$ cat src/rtl/cpu_types_pkg.sv
// Shared CPU/memory types: word, RAM handshake state and arbiter FSM state.
package cpu_types_pkg;

  localparam int WORD_W = 32;

  typedef logic [WORD_W-1:0] word_t;

  typedef enum logic [1:0] {
    FREE   = 2'd0,
    BUSY   = 2'd1,
    ACCESS = 2'd2,
    ERROR  = 2'd3
  } ramstate_t;

  typedef enum logic [1:0] {
    IDLE   = 2'd0,
    DGRANT = 2'd1,
    IGRANT = 2'd2
  } arb_state_t;

endpackage

$ cat src/rtl/mem_arbiter_if.sv
// Cache-side and RAM-side signals of the memory arbiter, bundled as one bus.
interface mem_arbiter_if #(
  parameter int ADDR_W = 32,
  parameter int DATA_W = 32
);
  import cpu_types_pkg::*;

  logic              iREN;
  logic [ADDR_W-1:0] iaddr;
  logic              dREN;
  logic              dWEN;
  logic [ADDR_W-1:0] daddr;
  logic [DATA_W-1:0] dstore;
  logic              iwait;
  logic              dwait;
  logic [DATA_W-1:0] iload;
  logic [DATA_W-1:0] dload;
  logic              ramREN;
  logic              ramWEN;
  logic [ADDR_W-1:0] ramaddr;
  logic [DATA_W-1:0] ramstore;
  logic [DATA_W-1:0] ramload;
  ramstate_t         ramstate;
  logic              memerr;

  // Arbiter (memory-side responder) view
  modport slave (
    input  iREN, iaddr, dREN, dWEN, daddr, dstore, ramload, ramstate,
    output iwait, dwait, iload, dload, ramREN, ramWEN, ramaddr, ramstore, memerr
  );

  // Caches + RAM model view
  modport master (
    output iREN, iaddr, dREN, dWEN, daddr, dstore, ramload, ramstate,
    input  iwait, dwait, iload, dload, ramREN, ramWEN, ramaddr, ramstore, memerr
  );

endinterface

$ cat src/rtl/mem_arbiter.sv
// Arbitrates icache fetches against dcache reads/writes onto one RAM port;
// a grant is held until the RAM reports ACCESS, contention alternates sides.
module mem_arbiter
  import cpu_types_pkg::*;
#(
  parameter int ADDR_W = 32,
  parameter int DATA_W = 32
) (
  input  logic          CLK,
  input  logic          nRST,
  mem_arbiter_if.slave  bus
);

  arb_state_t        state_q, state_d;
  logic              last_d;
  logic              memerr_q;
  logic              d_req, i_req;
  logic              d_done, i_done, err_seen;
  logic              iwait_c, dwait_c, ram_ren, ram_wen;
  logic [ADDR_W-1:0] ram_addr;
  logic [DATA_W-1:0] ram_store;

  assign d_req = bus.dREN | bus.dWEN;
  assign i_req = bus.iREN;

  always_ff @(posedge CLK or negedge nRST) begin
    if (!nRST) begin
      state_q  <= IDLE;
      last_d   <= 1'b0;
      memerr_q <= 1'b0;
    end else begin
      state_q <= state_d;
      if (d_done)      last_d <= 1'b1;
      else if (i_done) last_d <= 1'b0;
      if (err_seen)    memerr_q <= 1'b1;
    end
  end

  always_comb begin
    state_d   = state_q;
    iwait_c   = 1'b1;
    dwait_c   = 1'b1;
    ram_ren   = 1'b0;
    ram_wen   = 1'b0;
    ram_addr  = '0;
    ram_store = '0;
    d_done    = 1'b0;
    i_done    = 1'b0;
    err_seen  = 1'b0;
    unique case (state_q)
      IDLE: begin
        // last_d flips the tie-break after each completion so neither side starves
        if (d_req && (!i_req || !last_d)) state_d = DGRANT;
        else if (i_req)                   state_d = IGRANT;
      end
      DGRANT: begin
        ram_addr  = bus.daddr;
        ram_store = bus.dstore;
        ram_ren   = bus.dREN;
        ram_wen   = bus.dWEN;
        if (!d_req) begin
          state_d = IDLE;
        end else if (bus.ramstate == ACCESS) begin
          dwait_c = 1'b0;
          d_done  = 1'b1;
          state_d = IDLE;
        end else if (bus.ramstate == ERROR) begin
          err_seen = 1'b1;
        end
      end
      IGRANT: begin
        ram_addr = bus.iaddr;
        ram_ren  = 1'b1;
        if (!i_req) begin
          state_d = IDLE;
        end else if (bus.ramstate == ACCESS) begin
          iwait_c = 1'b0;
          i_done  = 1'b1;
          state_d = IDLE;
        end else if (bus.ramstate == ERROR) begin
          err_seen = 1'b1;
        end
      end
      default: state_d = IDLE;
    endcase
  end

  assign bus.iwait    = iwait_c;
  assign bus.dwait    = dwait_c;
  assign bus.iload    = bus.ramload;
  assign bus.dload    = bus.ramload;
  assign bus.ramREN   = ram_ren;
  assign bus.ramWEN   = ram_wen;
  assign bus.ramaddr  = ram_addr;
  assign bus.ramstore = ram_store;
  assign bus.memerr   = memerr_q;

endmodule

$ cat src/flat_wrapper.sv
// flat-port wrapper written by rule: the top's interface ports become plain ports
module mem_arbiter_flat import cpu_types_pkg::*;
#(
  parameter int ADDR_W = 32,
  parameter int DATA_W = 32
)
  (CLK, nRST, bus_iREN, bus_iaddr, bus_dREN, bus_dWEN, bus_daddr, bus_dstore, bus_ramload, bus_ramstate, bus_iwait, bus_dwait, bus_iload, bus_dload, bus_ramREN, bus_ramWEN, bus_ramaddr, bus_ramstore, bus_memerr);
  mem_arbiter_if #(.ADDR_W(ADDR_W), .DATA_W(DATA_W)) bus_i ();
  input  logic CLK;
  input  logic nRST;
  input wire logic [$bits(bus_i.iREN)-1:0] bus_iREN;
  input wire logic [$bits(bus_i.iaddr)-1:0] bus_iaddr;
  input wire logic [$bits(bus_i.dREN)-1:0] bus_dREN;
  input wire logic [$bits(bus_i.dWEN)-1:0] bus_dWEN;
  input wire logic [$bits(bus_i.daddr)-1:0] bus_daddr;
  input wire logic [$bits(bus_i.dstore)-1:0] bus_dstore;
  input wire logic [$bits(bus_i.ramload)-1:0] bus_ramload;
  input wire logic [$bits(bus_i.ramstate)-1:0] bus_ramstate;
  output wire logic [$bits(bus_i.iwait)-1:0] bus_iwait;
  output wire logic [$bits(bus_i.dwait)-1:0] bus_dwait;
  output wire logic [$bits(bus_i.iload)-1:0] bus_iload;
  output wire logic [$bits(bus_i.dload)-1:0] bus_dload;
  output wire logic [$bits(bus_i.ramREN)-1:0] bus_ramREN;
  output wire logic [$bits(bus_i.ramWEN)-1:0] bus_ramWEN;
  output wire logic [$bits(bus_i.ramaddr)-1:0] bus_ramaddr;
  output wire logic [$bits(bus_i.ramstore)-1:0] bus_ramstore;
  output wire logic [$bits(bus_i.memerr)-1:0] bus_memerr;
  assign bus_i.iREN = bus_iREN;
  assign bus_i.iaddr = bus_iaddr;
  assign bus_i.dREN = bus_dREN;
  assign bus_i.dWEN = bus_dWEN;
  assign bus_i.daddr = bus_daddr;
  assign bus_i.dstore = bus_dstore;
  assign bus_i.ramload = bus_ramload;
  assign bus_i.ramstate = bus_ramstate;
  assign bus_iwait = bus_i.iwait;
  assign bus_dwait = bus_i.dwait;
  assign bus_iload = bus_i.iload;
  assign bus_dload = bus_i.dload;
  assign bus_ramREN = bus_i.ramREN;
  assign bus_ramWEN = bus_i.ramWEN;
  assign bus_ramaddr = bus_i.ramaddr;
  assign bus_ramstore = bus_i.ramstore;
  assign bus_memerr = bus_i.memerr;
  mem_arbiter #(.ADDR_W(ADDR_W), .DATA_W(DATA_W)) u_core (.CLK(CLK), .nRST(nRST), .bus(bus_i));
endmodule
$ cat config.mk
export PLATFORM = sky130hd
export DESIGN_NAME = mem_arbiter_flat
export DESIGN_NICKNAME = d
export VERILOG_FILES = /design/src/rtl/cpu_types_pkg.sv /design/src/rtl/mem_arbiter_if.sv /design/src/rtl/mem_arbiter.sv /design/src/flat_wrapper.sv
export SDC_FILE = /design/constraint.sdc
export NUM_CORES = 1
export LEC_CHECK = 0
export ABC_AREA = 1
export BUFFER_PORTS_ARGS = -buffer_cell sky130_fd_sc_hd__clkbuf_2
export CAP_MARGIN = 20
export CORE_AREA = 2 2 103 105
export DETAILED_ROUTE_END_ITERATION = 12
export DIE_AREA = 0 0 105 107
export PLACE_DENSITY = 0.58
export SETUP_SLACK_MARGIN = 0.15
export SYNTH_ARGS = -nofsm -noshare
export SYNTH_HDL_FRONTEND = slang
export SYNTH_SLANG_ARGS = --single-unit
$ cat constraint.sdc
create_clock -name CLK -period 1.2 [get_ports CLK]
set_input_delay 0 -clock CLK [delete_from_list [all_inputs] [get_ports CLK]]
set_output_delay 0 -clock CLK [all_outputs]
set_load 0.02 [all_outputs]
== Word level (Yosys, flattened, before mapping) ==
Cells that the tools add are included.
Storage, ports and cells
  bits in writable memories: 0
  memories kept: 0
  logic and storage cells: 42
  input port bits: 135
  bits in latches: 0
  flip-flop bits (word level): 4
  output and inout port bits: 133
  bits in read-only memories: 0
Cells by class
  eq/ne operators: 5
  multiply operators: 0
  divide/modulo/power cells: 0
  bitwise logic cells: 1
  reduce and logical (&&, ||, !) cells: 6
  $lt $le $gt $ge: 0
  add/subtract/negate cells: 0
  shifts and indexed selects: 0
  muxes and demuxes: 27
Operator list (number)
  32-bit case mux with 2 select lines: 1
  32-bit 2-to-1 mux: 1
  1-bit 2-to-1 mux: 17
  2-bit 2-to-1 mux: 5
  2-bit == test (second input constant): 3
  2-bit case mux with 3 select lines: 1
  1-bit case mux with 2 select lines: 2
  3-bit by 2-bit != test with 1-bit output (second input constant): 1
  2-bit by 1-bit == test with 1-bit output (second input constant): 1
  1-bit zero test: 2
  2-bit zero test: 1
  2-bit nonzero test: 1
  1-bit logical AND: 1
  1-bit logical OR: 1
  1-bit bitwise OR: 1

== Logic depth before layout (Yosys ltp) ==
  depth in word-level cells: 6
  depth in mapped cells: 9
  mapped depth without buffers: 8

== Worst setup path after synthesis ==
No wires, ideal clock.
  path kind: register to output
  start: register u_core.state_q[0]
  end: output bus_ramaddr[15]
  slack: -0.123 ns
  buffers on the path: 2
  arrival: 1.323 ns
  data required time: 1.200 ns
  stages on the path, launching flop included: 7
  path through: dfrtp_1 -> inv_1 -> ha_1 -> buf_4 -> buf_2 -> nand2_1 -> a21oi_1
On the way
  word-level cells in the longest chain between the ends: 2
  elaborated cells between the ends (all ways): 3
  those cells by class: 2 x eq/ne; 1 x mux
Ends and longest elaborated chain
  start, declared: RTL line mem_arbiter.sv:14  | arb_state_t state_q, state_d;
  start signal, assigned: RTL line mem_arbiter.sv:32  | state_q <= state_d;
  2-bit == test or 2-bit by 1-bit == test with 1-bit output (tied branches): RTL line mem_arbiter.sv:50  | unique case (state_q)
  32-bit case mux with 2 select lines *: RTL line mem_arbiter.sv:50
  end, declared: RTL line flat_wrapper.sv:25  | output wire logic [$bits(bus_i.ramaddr)-1:0] bus_ramaddr;
Mark *: on every way between the ends. The rest lies on a longest branch, timed or not.

== Final worst setup path ==
  start: register u_core.state_q[0]
  end: output bus_ramaddr[0]
The elaborated chain is that of the path after synthesis.

==> reports/qor.txt <==
DR iter-0 viols -> 93
Core ar. -> 0.0101 mm^2
Mapped Nets -> 428
Lkg Pwr -> 0.00176 uW
total number of vias -> 2,140
Worst-path clk slew -> 0.03 ns
Hold WS -> 0.0000113 ns
Max rail drop VDD -> 1.05 mV
share of cells above drive strength 1 -> 78.7%
Final HPWL DP -> 5270 um
final net count -> 558
first-pass GRT wire length -> 9450 um
register area -> 100 um^2
CP Launch Type -> flip-flop
violated checks -> negative setup slack
Port Buffers -> 171
antenna violations before repair -> 0
Slew Viols, Final -> 0
fill count -> 1,084
top cells by area, synth -> buf_4 34%, nand2_1 28%, a21oi_1 11%
FMAX -> 658 MHz
syn avg cell area -> 5.30 um^2
Syn-to-layout area delta -> 124%
dpl cell area -> 0.00258 mm^2
largest net degree at the start of global routing -> 29
GPL Wtd Cong -> 0.785
Initial Util -> 15.2%
wirelength, routed -> 7190 um
Cell Pwr Density -> 2230 mW/mm^2
clock sink count -> 4
clk_skew -> 0.00179 ns
Ports -> 268
cell type with the largest total area after synthesis -> buf_4
row cnt -> 37
vias in the first global route -> 2,046
mapped cell area -> 0.00153 mm^2
crit path max fanout -> 6
CTS root buffer -> clkbuf_8
Die ar. -> 0.0112 mm^2
RSZ-0062 raised after global routing -> true
die height -> 107 um
slack of the critical path -> -0.319 ns
Setup Slack @ Placement -> -0.173 ns
minimum clock period -> 1.52 ns
final setup fails -> 72
Overall Global Routing Usage -> 10.2%
sequential share of the synthesized area -> 6.54%
CP arrival -> 1.52 ns
multi-input logic area -> 0.00130 mm^2
Residual DRC -> 0
max cap viols -> 0
Inserted Diodes -> 0
Hold Crit Start -> bus_ramload[8]
via/cell ratio -> 3.87
Yosys cell types -> 14
Final Hold Viols -> 0
crit path kind -> flip-flop to output port
Worst setup EP type -> output port
Final Cycle Share -> 127%
Hold WC Path Type -> input pin to output port
FF+latch count, synth -> 4
Worst-Margin Slew -> 0.306 ns
Post-Syn Instances -> 289
Crit Reg-Reg Startpoint -> u_core.state_q[0]$_DFFE_PN0P_
Wirelength per Cell -> 13.0 um
Final Cell Area -> 0.00343 mm^2
Synth Warn # -> 0
post-route ant nets -> 0
Max-slew headroom -> 79.5%
Initial DRT Pass Iterations -> 4
Die X-Extent -> 105 um
post-synth top area share -> 33.8%
Worst EP required -> 1.20 ns
clock buffer depth -> 2
TritonCTS clock tree -> built
most common cell after layout, fill and taps aside -> clkbuf_2
status -> complete, but fails checks
global route overflow -> 0
Skew-Pair Late Insertion Delay -> 0.22 ns
worst setup path startpoint -> u_core.state_q[0]$_DFFE_PN0P_
CTS Buf Count -> 3
number of H-tree levels -> 1
most frequent cells in the layout -> 118 x clkbuf_2, 71 x nand2_1, 37 x inv_2
==> critical path, cell delays in order (launching register included) <==
cell       delay [ns]
dfrtp_1          0.38
inv_2            0.12
ha_4             0.16
buf_6            0.13
clkbuf_16        0.16
nand2_1          0.09
a21oi_4          0.14
buf_6            0.13
==> final timing paths <==
kind	depth (start not counted)	end	slack [ns]
setup / recovery	7	bus_ramaddr[0]	-0.32
hold / removal	0	bus_iload[8]	0.00001
setup reg to reg	9	u_core.state_q[1]$_DFFE_PN0P_	-0.19
hold reg to reg	2	u_core.bus.memerr$_DFFE_PN0P_	0.47
max in group asynchronous	2	u_core.state_q[0]$_DFFE_PN0P_	0.92
min in group asynchronous	2	u_core.bus.memerr$_DFFE_PN0P_	0.14
==> where the power goes <==
part / leakage (uW) / internal (uW) / switching [uW] / total, uW
registers: 0.0000452 / 182 / 29.0 / 211
clock network: 0.0000216 / 215 / 83.0 / 298
logic: 0.00169 / 3300 / 3830 / 7130
==> timing repair <==
action                                  in CTS  in global routing
resized for setup                           84                106
hold buffers                                 1                  0
hold endpoints to repair                     4                  0
buffers inserted                             4                  7
gates cloned                                 0                  6
pin swaps                                    1                 10
endpoints found under the setup margin      72                 72
==> per-stage QoR <==
stage	TNS (ns)	std cells	power, uW	util (%)
after detailed placement	-6.61	532	5430	25.6
after floorplan	-1.36	289	4310	-
after global placement	-4.99	532	5390	25.6
after CTS	-18.69	540	6510	29.6
final	-18.93	553	7640	34.0
after global routing	-23.21	553	8120	34.0
==> area by class of cell <==
cell class | instances | share of cell area (%)
Tap cell | 136 | 4.96
Sequential cell | 4 | 2.92
Clock buffer | 3 | 1.20
Inverter | 41 | 4.56
Multi-Input combinational cell | 166 | 37.8
Timing Repair Buffer | 203 | 48.5
==> logic make-up (layout without fill, tap and decap cells) <==
logic type | Yosys count | after routing | synth area share [%]
AOI/OAI and AO/OA | 36 | 36 | 11.8
adders and majority gates | 4 | 4 | 3.27
buffers and inverters | 119 | 247 | 46.8
DFF | 4 | 4 | 6.54
and+or+nand+nor | 126 | 126 | 31.6
==> state kept, by name (all words and copies together) (netlist names) <==
name / count
u_core.bus.memerr: 1
u_core.last_d: 1
u_core.state_q: 2
==> metal layers <==
| metal | vias to the layer above | wire [um] | GRT usage (%) |
|---|---|---|---|
| li1 | 1053 | - | - |
| met2 | 70 | 3890 | 18.7 |
| met3 | 26 | 424 | 2.37 |
| met1 | 991 | 2720 | 11.4 |
| met4 | 0 | 154 | 3.81 |
| met5 | - | 0 | 0 |
==> Yosys cell counts <==
| master | n |
|---|---|
| nand2_1 | 115 |
| buf_4 | 69 |
| inv_1 | 40 |
| a21oi_1 | 34 |
| buf_2 | 9 |
| nor2_1 | 5 |
| dfrtp_1 | 4 |
| ha_1 | 4 |
| nand3_1 | 2 |
| nor2_2 | 2 |
| o21ai_0 | 2 |
| inv_2 | 1 |
| nand4_1 | 1 |
| nor3_1 | 1 |
Note: power is estimated with default switching activity, not from simulation.
